**src/rtl/decoder_pkg.sv**
```systemverilog
// Shared definitions for the registered 2-to-4 one-hot decoder.
//   SEL_W       : width of the binary select
//   OUT_W       : width of the one-hot decode
//   onehot4_t   : type of the one-hot decode vector
//   ONEHOT_IDLE : decode with no active bit (active-high sense)
package decoder_pkg;

  localparam int SEL_W = 2;
  localparam int OUT_W = 4;

  typedef logic [OUT_W-1:0] onehot4_t;

  localparam onehot4_t ONEHOT_IDLE = 4'b0000;

endpackage : decoder_pkg

```
**src/rtl/decoder_2to4_core.sv**
```systemverilog
// Combinational 2-to-4 one-hot decode.
//   i   in  SEL_W  binary select
//   o   out OUT_W  active-high one-hot decode of i (ONEHOT_IDLE if i is not a clean code)
//   hit out 1      high when i decoded to a legal one-hot pattern
module decoder_2to4_core
  import decoder_pkg::*;
(
  input  logic [SEL_W-1:0] i,
  output onehot4_t         o,
  output logic             hit
);

  // Explicit case rather than a shift: an unknown select falls to the default
  // branch, so the output can never come out multi-hot.
  always_comb begin
    o   = ONEHOT_IDLE;
    hit = 1'b0;
    case (i)
      2'b00: begin o = 4'b0001; hit = 1'b1; end
      2'b01: begin o = 4'b0010; hit = 1'b1; end
      2'b10: begin o = 4'b0100; hit = 1'b1; end
      2'b11: begin o = 4'b1000; hit = 1'b1; end
      default: begin
        o   = ONEHOT_IDLE;
        hit = 1'b0;
      end
    endcase
  end

endmodule : decoder_2to4_core

```
**src/rtl/decoder_2to4.sv**
```systemverilog
// Registered 2-to-4 one-hot decoder, one cycle of latency.
//   clk      in  1      rising-edge clock
//   rst      in  1      asynchronous active-high reset
//   en       in  1      decode enable; en=0 drives the inactive pattern
//   i        in  SEL_W  binary select
//   o        out OUT_W  registered decode (inverted when OUT_ACTIVE_LOW=1)
//   o_valid  out 1      o holds a decode of an enabled, clean select
module decoder_2to4
  import decoder_pkg::*;
#(
  parameter bit OUT_ACTIVE_LOW = 1'b0
)
(
  input  logic             clk,
  input  logic             rst,
  input  logic             en,
  input  logic [SEL_W-1:0] i,
  output onehot4_t         o,
  output logic             o_valid
);

  // XOR mask applied to the whole vector: all ones inverts the sense.
  localparam onehot4_t POL_MASK = OUT_ACTIVE_LOW ? 4'b1111 : 4'b0000;
  localparam onehot4_t IDLE_OUT = ONEHOT_IDLE ^ POL_MASK;

  onehot4_t dec;
  logic     hit;
  logic     take;

  decoder_2to4_core u_core (
    .i   (i),
    .o   (dec),
    .hit (hit)
  );

  // An enabled but unclean select is treated like en=0.
  assign take = en & hit;

  always_ff @(posedge clk or posedge rst) begin
    if (rst) begin
      o       <= IDLE_OUT;
      o_valid <= 1'b0;
    end else if (take) begin
      o       <= dec ^ POL_MASK;
      o_valid <= 1'b1;
    end else begin
      o       <= IDLE_OUT;
      o_valid <= 1'b0;
    end
  end

endmodule : decoder_2to4

```
**config.mk**
```make
export PLATFORM = sky130hd
export DESIGN_NAME = decoder_2to4
export DESIGN_NICKNAME = d
export VERILOG_FILES = /design/src/rtl/decoder_pkg.sv /design/src/rtl/decoder_2to4_core.sv /design/src/rtl/decoder_2to4.sv
export SDC_FILE = /design/constraint.sdc
export NUM_CORES = 1
export LEC_CHECK = 0
export CAP_MARGIN = 20
export CORE_AREA = 2 2 39 41
export DETAILED_ROUTE_END_ITERATION = 8
export DIE_AREA = 0 0 41 43
export SYNTH_ARGS = -nofsm -noshare
export SYNTH_HDL_FRONTEND = slang
export SYNTH_SLANG_ARGS = --single-unit
```
**constraint.sdc**
```tcl
create_clock -name clk -period 1.3 [get_ports clk]
set_clock_uncertainty 0.2 [all_clocks]
set_input_delay 0.13 -clock clk [delete_from_list [all_inputs] [get_ports clk]]
set_output_delay 0.13 -clock clk [all_outputs]
set_load 0.01 [all_outputs]
```
# ---- Yosys cells after proc, flatten, opt, wreduce, memory -nomap -nowiden
# Index checks and enable logic that the tools add are counted.
dict set report op_classes {
  mux 4
  n_reduce_logical 2
  bitwise_logic 1
  n_eq_ne 3
}
# op count
set op_table {}
lappend op_table {{4-bit one-hot mux with 4 select lines} 1}
lappend op_table {{2-bit equality test, second input constant} 2}
lappend op_table {{4-bit two-way mux} 1}
lappend op_table {{4-bit OR reduction} 1}
lappend op_table {{2-bit by 1-bit equality test with 1-bit output, second input constant} 1}
lappend op_table {{2-bit logical NOT} 1}
lappend op_table {{1-bit two-way mux} 2}
lappend op_table {{1-bit AND} 1}
dict set report totals {
  input_bits 5
  register_bits 5
  output_inout_bits 5
}

# ---- Logic depth before layout (Yosys ltp)
dict set report logic_depth {
  word_depth 5
  ltp_mapped 1
  depth_no_buf 1
}

# ---- By module
# A second synthesis with hierarchy kept.
dict set report hier_totals {
  hier_cells 17
  hier_area_um2 198.9
}
# module n_inst area_each_um2 cells_each
set by_module_without_submodules {}
lappend by_module_without_submodules {decoder_2to4 1 161.4 11}
lappend by_module_without_submodules {decoder_2to4_core 1 37.5 6}

# ---- Worst setup path after synthesis
# OpenSTA, ideal clock, no wires.
dict set report synth_timing {
  kind {flip-flop to output port}
  startpoint {reg o[0]}
  endpoint {out o[0]}
  n_path_buf 0
  slack_ns 0.594
  path_stages_with_launch 1
  t_arrival_ns 0.376
  path_cell_list {dfrtp_1}
}
# element line
set synth_lines {}
lappend synth_lines {{from (decl)} decoder_2to4.sv:18} ;# output onehot4_t o,
lappend synth_lines {{from (signal assigned)} decoder_2to4.sv:44} ;# o <= dec ^ POL_MASK;
# No word-level cell between the ends.

# ---- Final worst setup path
dict set report layout_timing {
  startpoint {reg o[0]}
  endpoint {out o[0]}
}
# No word-level cell between the ends.

==> results.toml <==
[run_status]
status = "finished clean"

[synthesis]
synth_top_area_frac = 0.752
synth-seq-area-share = 0.752
synthCells = 10
async_flop_share = 1.00
ys_seq_elements = 5
synth_edf_count = 0
synth_top_cell_by_area = "dfrtp_1"
synthTopCellsByArea = "dfrtp_1, and3b_1, nor3b_2"
ys_warn_count = 0
synth_area_per_cell_um2 = 16.6
syn_area_um2 = 166
synthesis.nets = 15
synth_common_cells = "dfrtp_1, and3b_1, and3_2, inv_1, nor3b_2"
ys.flop_type = "dfrtp_1"
yosysMostFrequentCell = "dfrtp_1"
synthDistinctLibCells = 5

[worst_setup_path]
critical_path.top_delay_family = "flip-flops"
critPathMaxFanout = 1
start_kind = "flop"
cp_slowest_cell = "dfrtp_1"
slowest_delay_ns = 0.35
cp-end-kind = "output port"
cp_num_buf_inv = 1
cp.required_ns = 0.97
critPathKind = "reg2out"
path_cells = "dlygate4sd2_1"
cp_data_arrival_time_ns = 0.86

[run]
cap_violations = 0

[worst_hold_path]
hp-start = "en"
min_path_type = "in2reg"
whs_endpoint = "o_valid$_DFF_PP0_"
hold_depth = 1

[pwr]
p_leak_nw = 0.163
cellPowerDensity_mw_per_mm2 = 1230
total_power_mw = 0.377
max-vdd-ir-drop_uv = 180

[sta]
finalHoldViolations = 0
slew_violations = 0
setup_tns_ns = 0
worst_slew_pin_slew_ns = 0.173
fmax_mhz = 838
setup_violations = 0
rsz0062_at_grt = "false"
fin_crit_ns = 1.19
post-route-period-util = 0.918
max_slew_margin = 0.885

[global_routing]
grt_overflow = 0
antenna_found_initial = 0
grt_pass1_vias = 126
grt_pass1_wl_um = 462
track_usage = 0.0534
grt_start_max_net_pins = 6

[floorplan]
io_pins = 10
die_area_mm2 = 0.00176
die_h_um = 43
start_util = 0.120
rows = 14
dieWidth_um = 41
fp.coreArea_mm2 = 0.00138

[clock_tree]
numCtsBuffers = 3
clock-root-buffer = "clkbuf_4"
cts_tree = "built"
cts_htree_levels = 1
path_clk_slew_ns = 0.04
clk_path_buf_depth = 2
cts_setup_buffers = 0
cts_sinks = 5

[detailed_routing]
drc = 0
vias_per_cell = 3.25
routedWlPerCell_um = 7.58
wirelength_um = 303
firstDrtPassIters = 1
ant_nets = 0
dr_total_vias = 130
drt_iter0_markers = 0

[finish]
finalNonFillerCells = 40
diodes = 0
drive_gt1_frac = 0.208
multi_input_area_um2 = 37.5
synthToLayoutAreaGrowth_pct = 84.2
seq_area_um2 = 125
n_fill_cell = 155
fin_nets = 30

[placed_design]
dp.cells = 35
place_congestion = 0.529
io_buffers = 9
## cell type report
class                   count  share of cell area
flip-flops and latches      5               0.408
repair buffers             10               0.306
multi-input cells           4               0.122
clock buffers               4              0.0857
well taps                  16              0.0653
inverters                   1              0.0122
## sequential cells by signal (all words and copies together) (netlist names)
| register | cells |
|---|---|
| o | 4 |
| o_valid | 1 |
## what timing repair did
action / in CTS / in global routing
gates resized for setup: 5 / 0
setup endpoints to repair: 5 / 0
hold buffers: 1 / 0
hold endpoints to repair: 5 / 0
## stage by stage
step | area (um^2) | util | hold WS, ns | setup slack, ns
after detailed placement | 277 | 0.200 | 0.133 | 0.134
after global routing | 307 | 0.222 | 0.239 | 0.0610
final | 307 | 0.222 | 0.221 | 0.107
after floorplan | 166 | - | -0.291 | 0.594
after global placement | 277 | 0.200 | 0.129 | 0.145
after CTS | 307 | 0.222 | 0.224 | 0.0951
## how the worst max path moves through the flow
stage / startpoint / to / slack, ns / depth (start not counted)
5_1_grt: o[0]$_DFF_PP0_ / o[0] / 0.06 / 1
3_5_place_dp: o[0]$_DFF_PP0_ / o[0] / 0.13 / 1
6_report: o[0]$_DFF_PP0_ / o[0] / 0.11 / 1
2_1_floorplan: o[0]$_DFF_PP0_ / o[0] / 0.59 / 0
3_3_place_gp: o[0]$_DFF_PP0_ / o[0] / 0.15 / 1
4_1_cts: o[0]$_DFF_PP0_ / o[0] / 0.1 / 1
## where the power goes
group | leakage, nW | internal (mW) | switching [mW]
logic | 0.0828 | 0.0226 | 0.0144
registers | 0.0655 | 0.162 | 0.00107
clock network | 0.0150 | 0.116 | 0.0604
## cell families after synthesis
| group | count (synthesis) | share of synthesized area |
|---|---|---|
| buffers and inverters | 1 | 0.0225 |
| and+or+nand+nor | 4 | 0.226 |
| DFF | 5 | 0.752 |
## cells in the final DEF, fill, tap and decap left out, drive strengths merged
cell type,instances
dfrtp,5
dlygate4sd2,5
clkdlybuf4s50,4
clkbuf,4
and3b,2
nor3b,1
and3,1
inv,1
dlygate4sd3,1
## metal layers
metal,vias up,GRT usage,share of wire
li1,60,-,-
met1,54,0.0293,0.29
met2,12,0.0500,0.37
met3,4,0.0681,0.24
met4,0,0.100,0.089
met5,-,0,0
Power figures use the tool's default switching activity.
